File: src/rtl/core_pkg.sv
// Shared definitions for the predicated 5-stage core: opcodes, forward selects,
// stall reasons and the scoreboard slot record used by hazard_scoreboard.
package core_pkg;

  localparam int TAG_W = 5;

  localparam logic [4:0] OP_LW   = 5'd9;
  localparam logic [4:0] OP_SW   = 5'd10;
  localparam logic [4:0] OP_J    = 5'd11;
  localparam logic [4:0] OP_CALL = 5'd12;
  localparam logic [4:0] OP_JR   = 5'd13;

  // R0 and R30 are never written by the register file, so they never forward or stall.
  localparam logic [TAG_W-1:0] REG_ZERO = TAG_W'(0);
  localparam logic [TAG_W-1:0] REG_NOWR = TAG_W'(30);

  typedef enum logic [1:0] {
    FWD_REG = 2'd0,
    FWD_EX  = 2'd1,
    FWD_MEM = 2'd2,
    FWD_WB  = 2'd3
  } fwd_sel_e;

  typedef enum logic [1:0] {
    RSN_NONE = 2'd0,
    RSN_LOAD = 2'd1,
    RSN_PRED = 2'd2,
    RSN_JR   = 2'd3
  } stall_rsn_e;

  typedef struct packed {
    logic             valid;
    logic [TAG_W-1:0] dest;
    logic             regwr;
    logic             memrd;
  } slot_t;

  function automatic logic slot_live(input slot_t s, input logic [TAG_W-1:0] r);
    return s.valid && s.regwr && (s.dest == r) && (r != REG_ZERO) && (r != REG_NOWR);
  endfunction

endpackage

File: src/rtl/fwd_select.sv
// Priority tag comparator: nearest live producer (EX, then MEM, then WB) wins;
// hit_o flags that any slot holds a pending write to tag_i.
module fwd_select
  import core_pkg::*;
(
  input  logic [TAG_W-1:0] tag_i,
  input  slot_t            ex_i,
  input  slot_t            mem_i,
  input  slot_t            wb_i,
  output fwd_sel_e         sel_o,
  output logic             hit_o
);

  // NOTE: every always_comb output gets a default first, otherwise a missed branch infers a latch.
  always_comb begin
    sel_o = FWD_REG;
    if (slot_live(ex_i, tag_i)) begin
      sel_o = FWD_EX;
    end else if (slot_live(mem_i, tag_i)) begin
      sel_o = FWD_MEM;
    end else if (slot_live(wb_i, tag_i)) begin
      sel_o = FWD_WB;
    end
  end

  assign hit_o = (sel_o != FWD_REG);

endmodule

File: src/rtl/hazard_scoreboard.sv
// ID-stage hazard controller: shadows EX/MEM/WB destination tags and drives stall,
// forward selects and stall reason. Optional counters under HAZARD_PERF_EN.
module hazard_scoreboard
  import core_pkg::*;
#(
  parameter int NREG  = 32
`ifdef HAZARD_PERF_EN
  , parameter int CNT_W = 32
`endif
) (
  input  logic                    clk,
  input  logic                    reset,
  input  logic [4:0]              opcode_id,
  input  logic [$clog2(NREG)-1:0] rs_id,
  input  logic [$clog2(NREG)-1:0] rt_id,
  input  logic [$clog2(NREG)-1:0] rp_id,
  input  logic [$clog2(NREG)-1:0] dest_id,
  input  logic                    regwr_id,
  input  logic                    memrd_id,
  output logic                    stall,
  output logic [1:0]              ForwardA,
  output logic [1:0]              ForwardB,
  output logic [1:0]              stall_reason
`ifdef HAZARD_PERF_EN
  , output logic [CNT_W-1:0]      stall_cycles,
  output logic [CNT_W-1:0]        fwd_events
`endif
);

  typedef enum logic {ST_RUN, ST_HOLD} state_e;

  slot_t      ex_q, mem_q, wb_q;
  slot_t      ex_d;
  state_e     state_q, state_d;
  fwd_sel_e   sel_a, sel_b, sel_p;
  logic       hit_a, hit_b, hit_p;
  logic       load_use, pred_haz, jr_haz, hazard;
  stall_rsn_e reason;

  fwd_select u_fwd_rs (.tag_i(rs_id), .ex_i(ex_q), .mem_i(mem_q), .wb_i(wb_q), .sel_o(sel_a), .hit_o(hit_a));
  fwd_select u_fwd_rt (.tag_i(rt_id), .ex_i(ex_q), .mem_i(mem_q), .wb_i(wb_q), .sel_o(sel_b), .hit_o(hit_b));
  fwd_select u_fwd_rp (.tag_i(rp_id), .ex_i(ex_q), .mem_i(mem_q), .wb_i(wb_q), .sel_o(sel_p), .hit_o(hit_p));

  // A load result is only available from MEM onward, so an EX-slot match on a load must wait a cycle.
  assign load_use = ex_q.memrd && ((sel_a == FWD_EX) || (sel_b == FWD_EX));
  assign pred_haz = hit_p;
  assign jr_haz   = (opcode_id == OP_JR) && hit_a;
  assign hazard   = pred_haz || jr_haz || load_use;

  always_comb begin
    reason = RSN_NONE;
    if (pred_haz) begin
      reason = RSN_PRED;
    end else if (jr_haz) begin
      reason = RSN_JR;
    end else if (load_use) begin
      reason = RSN_LOAD;
    end
  end

  always_comb begin
    state_d = state_q;
    case (state_q)
      ST_RUN:  if (hazard)  state_d = ST_HOLD;
      ST_HOLD: if (!hazard) state_d = ST_RUN;
      default: state_d = ST_RUN;
    endcase
  end

  assign stall        = hazard;
  // ID/EX is cleared on a stall, so any forward select would be discarded anyway.
  assign ForwardA     = hazard ? FWD_REG : sel_a;
  assign ForwardB     = hazard ? FWD_REG : sel_b;
  assign stall_reason = ((state_q == ST_HOLD) || hazard) ? reason : RSN_NONE;

  always_comb begin
    ex_d = '0;
    if (!hazard) begin
      ex_d.valid = 1'b1;
      ex_d.dest  = dest_id;
      ex_d.regwr = regwr_id;
      ex_d.memrd = memrd_id;
    end
  end

  // NOTE: sequential state uses non-blocking assignments so every register samples pre-edge values.
  always_ff @(posedge clk or negedge reset) begin
    if (!reset) begin
      ex_q    <= '0;
      mem_q   <= '0;
      wb_q    <= '0;
      state_q <= ST_RUN;
    end else begin
      ex_q    <= ex_d;
      mem_q   <= ex_q;
      wb_q    <= mem_q;
      state_q <= state_d;
    end
  end

`ifdef HAZARD_PERF_EN
  logic [CNT_W-1:0] stall_cnt_q, stall_cnt_d;
  logic [CNT_W-1:0] fwd_cnt_q, fwd_cnt_d;

  always_comb begin
    stall_cnt_d = stall_cnt_q;
    fwd_cnt_d   = fwd_cnt_q;
    if (hazard && (stall_cnt_q != '1)) begin
      stall_cnt_d = stall_cnt_q + 1'b1;
    end
    if (((ForwardA != 2'd0) || (ForwardB != 2'd0)) && (fwd_cnt_q != '1)) begin
      fwd_cnt_d = fwd_cnt_q + 1'b1;
    end
  end

  always_ff @(posedge clk or negedge reset) begin
    if (!reset) begin
      stall_cnt_q <= '0;
      fwd_cnt_q   <= '0;
    end else begin
      stall_cnt_q <= stall_cnt_d;
      fwd_cnt_q   <= fwd_cnt_d;
    end
  end

  assign stall_cycles = stall_cnt_q;
  assign fwd_events   = fwd_cnt_q;
`else
  // Performance counters are not built in this configuration.
`endif

endmodule

File: config.mk
export PLATFORM = sky130hd
export DESIGN_NAME = hazard_scoreboard
export DESIGN_NICKNAME = d
export VERILOG_FILES = /design/src/rtl/core_pkg.sv /design/src/rtl/fwd_select.sv /design/src/rtl/hazard_scoreboard.sv
export SDC_FILE = /design/constraint.sdc
export NUM_CORES = 1
export LEC_CHECK = 0
export ABC_AREA = 1
export CAP_MARGIN = 20
export CORE_ASPECT_RATIO = 0.5
export CORE_MARGIN = 1
export CORE_UTILIZATION = 50
export CTS_CLUSTER_SIZE = 28
export DETAILED_ROUTE_END_ITERATION = 8
export PLACE_DENSITY = 0.79
export SLEW_MARGIN = 10
export SYNTH_ARGS = -nofsm -noshare
export SYNTH_HDL_FRONTEND = slang
export SYNTH_SLANG_ARGS = --single-unit
File: constraint.sdc
create_clock -name clk -period 1.75 [get_ports clk]
set_clock_uncertainty 0.1 [all_clocks]
set_input_delay 0.2625 -clock clk [delete_from_list [all_inputs] [get_ports clk]]
set_output_delay 0.2625 -clock clk [all_outputs]
set_load 0.01 [all_outputs]
==> impl_metrics.toml <==
[die]
num_rows = 14
start_util_pct = 52.9
ios = 36
core_mm2 = 0.00301
fp.dieArea_mm2 = 0.00343
die_h_um = 41.9
chipWidth_um = 81.9

[routing]
dr.pass1.iters = 4
wl_um = 5300
vias_per_cell = 5.18
antenna_left = 0
vias = 1813
drtIter0Drc = 138
wl_per_cell_um = 15.1
drc = 0

[clock_network]
clkSlewWorstSetupHoldPaths_ps = 80
cts_buffers = 3
postCtsHoldBufs = 0
clock_path_buffers = 2
cts.htree.levels = 1
cts_root_buffer = "clkbuf_8"
cts_tree = "built"
clk-insertion-delay-late_ps = 270
cts.sinks = 22

[power_and_ir_drop]
pwr-share-clk_pct = 28.9
pwr-share-seq_pct = 37.8
leakage_uw = 0.00126
combPwrFrac_pct = 33.3
peakVddDrop_v = 0.000932
p_sw_share_pct = 31.8
intPower_uw = 1140
power_uw = 1670
switching_power_uw = 530
p_per_area_mw_per_mm2 = 702

[placed_design]
dpl.hpwl_um = 3740
io_buffers = 35
dpl_cell_area_mm2 = 0.00219
globalplace.congestion = 0.937

[critical_path]
crit_path_end_kind = "primary output"
crit_required_ps = 1390
critPathArrivalTime_ps = 1830
slowest_delay_ps = 400
cpMostUsedCell = "nand2_2"
critPathKind = "flop to primary output"
worstPathMaxFanout = 6
startpoint_type = "flop"
path_cells = "buf_4 -> xnor2_1 -> nand2_1 -> nor2_1 -> nand3_2 -> nand2_2 -> nand2_2 -> nand3_4 -> nor2_2 -> buf_2"
slowest_stage = "dfrtp_1"

[timing]
slew_headroom_pct = 79.6
clock.fmax_mhz = 455
hold_viol_final = 0
tns_ps = -3730
hold-worst-slack_ps = 234
rsz0062_at_grt = "yes"
slew_viol_final = 0
tightest_slew_ps = 306
worst_slack_ps = -447
period_share_pct = 126
setup_viol = 15
finalCriticalPeriod_ps = 2200

[cells_and_area]
diodes = 0
nNetsFinal = 340
area_delta_synth_final_pct = 48.9
fin_util_pct = 78.8
final_common_cell = "nand2_1"
drive_gt1_share_pct = 31.3
layout_common_cells = "nand2_1, buf_4, inv_1, nor2_1"
postLayoutCellArea_mm2 = 0.00237

[yosys]
synth.distinct_cells = 27
ys_warn_count = 0
netlist_instances = 234
synthesis.nets = 263
synth_area_per_cell_um2 = 6.82
synth-seq-area-share_pct = 34.5
ys_seq_elements = 22
synth.cell_area_mm2 = 0.00160

[worst_hold_path]
hp-class = "primary input to async pin"

[global_route]
met1_usage_pct = 46.0
top_usage_layer = "met2"
grt_pass1_vias = 1759
grt_overflow = 0
use_met2_pct = 53.9
grt_first_pass_wirelength_um = 8290
grtUsageTotal_pct = 33.8
grt_max_degree = 23
antenna_found_initial = 0
use_met3_pct = 7.91

[flow_run]
max-cap-violations = 0

[run_status]
status = "finished, violations left"
violations = "negative setup slack"
==> critical path: cells and delay by family, from the launching register on <==
family        cells  cell delay, ps
simple gates      7             710
flops             1             400
buf+inv           2             280
xor+xnor          1             180
==> metrics by stage <==
step | setup WS (ps) | instances
floorplan | 51.8 | 234
global placement | -891 | 337
detailed placement | -944 | 337
CTS | -359 | 347
global route | -493 | 350
finish | -447 | 350
==> flip-flops by register name, indices dropped and copies added (netlist names) <==
signal  count
mem_q       7
wb_q        7
ex_q        8
==> final timing paths <==
kind	end	depth (start not counted)	from	slack (ps)
min	wb_q[3]$_DFF_PN0_	2	reset	230
max in group asynchronous	ex_q[2]$_DFF_PN0_	2	reset	1080
max	ForwardB[0]	10	ex_q[6]$_DFF_PN0_	-450
min reg2reg	wb_q[1]$_DFF_PN0_	0	mem_q[1]$_DFF_PN0_	290
max reg2reg	ex_q[7]$_DFF_PN0_	10	ex_q[6]$_DFF_PN0_	-130
min in group clk	wb_q[1]$_DFF_PN0_	0	mem_q[1]$_DFF_PN0_	290
==> repair_timing <==
| item | in CTS | in global routing |
|---|---|---|
| endpoints found under the setup margin | 15 | 15 |
| resized for setup | 66 | 19 |
| cloned | 0 | 0 |
| setup buffers | 6 | 4 |
| pin swaps | 18 | 11 |
==> synthesized netlist by cell type (all sizes together) <==
cell type  number  area (µm²)
nand2          62         245
nand4           5        31.3
buf             3        36.3
nand3b          1        7.51
and2            1        6.26
a21boi          1        7.51
clkbuf          1        5.00
xor2            6        52.6
nor3            2        10.0
or2             1        6.26
nor2           39         171
dfrtp          22         551
a21oi           6        30.0
nand3          17         103
o21ai          11        55.1
o22ai           5        31.3
inv            40         150
xnor2          11        96.3
==> power by group through the flow <==
| stage | clock (µW) | combinational, µW | sequential (µW) |
|---|---|---|---|
| 2_1_floorplan | 0 | 252 | 608 |
| 3_3_place_gp | 0 | 479 | 626 |
| 3_5_place_dp | 0 | 492 | 627 |
| 4_1_cts | 481 | 516 | 621 |
| 5_1_grt | 499 | 606 | 634 |
| 6_report | 482 | 555 | 629 |
==> cell families (layout without fill, tap and decap cells) <==
family / Yosys count / in the layout / share of synthesized area (%)
xor+xnor: 17 / 17 / 9.33
simple gates: 128 / 128 / 36.4
compound gates: 23 / 23 / 7.76
flops: 22 / 22 / 34.5
buf+inv: 44 / 120 / 12.0
==> layout make-up <==
type	count	area, µm²
clock inverters	1	30.0
well taps	40	50.0
clock buffers	3	41.3
flip-flops and latches	22	559
fillers	215	638
multi-input cells	168	918
inverters	40	150
repair buffers	76	626
==> routing by layer <==
metal	share of wire [%]	vias up
met5	0	-
met4	1.8	0
met3	10	11
met2	46	98
met1	42	828
li1	-	876
Power figures use the tool's default switching activity.
==> RTL edit (config.mk and constraints unchanged) <==
Build with the macro `HAZARD_PERF_EN` defined.
--- a/src/rtl/hazard_scoreboard.sv
+++ b/src/rtl/hazard_scoreboard.sv
@@ -2,2 +2,4 @@
 // forward selects and stall reason. Optional counters under HAZARD_PERF_EN.
+`define HAZARD_PERF_EN
+
 module hazard_scoreboard
Formal check against the unedited RTL (old outputs only; new: fwd_events and stall_cycles): equivalent (equiv_simple and equiv_induct, registers matched by name and starting in step).
==> RTL edit against the original RTL <==
- synthesized cell count rose to 3.4 times the old value
- area after synthesis rose to 3.5 times the old value
- the flow now stops in global routing
==> RTL edit: results (changes against the original RTL) <==
The flow did not finish. Progress stopped at global routing. The tool reported: "[ERROR GRT-0232] Routing congestion too high. Check the congestion heatmap in the GUI". The aggregate global routing overflow is 9. The post-place instance area is 8170 um^2 (+270%). The commonest cells after synthesis are sky130_fd_sc_hd__nand2_1 (265), sky130_fd_sc_hd__inv_1 (92), sky130_fd_sc_hd__dfrtp_1 (86). The distinct cell type count after synthesis is 36 (+33%). The count of flip-flops with a built-in enable after synthesis is 0 (unchanged). The sequential share of the synthesized area came to 0.390 (+0.0454).

The Yosys warning count is 0 (unchanged). The worst endpoint type is a top-level output. The TritonCTS buffer count came to 9 (+6). The count of port buffers added during placement is 99 (+180%).

The mean instance size in the synthesized netlist is 6.95 um^2 (+1.9%). The number of instances in the placed design was 1201 (+260%). Sorting the synthesized cells by area gives the leading types as sky130_fd_sc_hd__dfrtp_1 (39%), sky130_fd_sc_hd__nand2_1 (18%), sky130_fd_sc_hd__xor2_1 (7.3%).

Across every metal layer, demand over resource in global routing totals 0.728. In this run the clock root is driven by a sky130_fd_sc_hd__clkbuf_16. The proportion of register bits with asynchronous set or reset after synthesis came to 1.00 (unchanged). The total clock sinks came out at 86 (+290%). The last worst endpoint in the global-route repair_timing is ForwardA[1].

Entering global routing, the biggest net connects 29 pins. The total number of H-tree levels is 3 (+2). The minimum setup slack after placement is -1.17 ns (-0.229 ns).

The HPWL after detailed placement is 14800 um (+300%). The net count after synthesis is 824 (+210%). The final weighted congestion in routability-driven placement is 1.03 (+9.4%). The maximum buffer depth of the clock tree was 2 (unchanged).

In the synthesized netlist the dominant register cell turns out to be sky130_fd_sc_hd__dfrtp_1.
RTL edit: repair_timing:
action                     CTS
buffers inserted            33
cloned                       6
gates resized for setup    189
hold endpoints to repair    23
hold buffers                 1
setup endpoints to repair  107
pin swaps                   30
RTL edit: per-layer routing:
| layer | overflow | GRT usage |
|---|---|---|
| met5 | 0 | 0.164 |
| met4 | 6 | 0.670 |
| met3 | 0 | 0.618 |
| met2 | 2 | 0.884 |
| met1 | 1 | 0.738 |
RTL edit: cells by family after synthesis:
family / Yosys count / share of synthesized area
AOI/OAI and AO/OA: 40 / 0.0413
and+or+nand+nor: 488 / 0.383
xor gates and xnor gates: 59 / 0.0938
buffers and inverters: 118 / 0.0874
DFF: 86 / 0.390
adders and majority gates: 2 / 0.00454
RTL edit: through the flow:
step | utilization | hold WS (ns) | TNS [ns]
after floorplan | - | -0.133 | -3.00
after global placement | 0.782 | 0.108 | -66.06
after detailed placement | 0.782 | 0.110 | -69.37
after CTS | 0.875 | 0.278 | -33.21
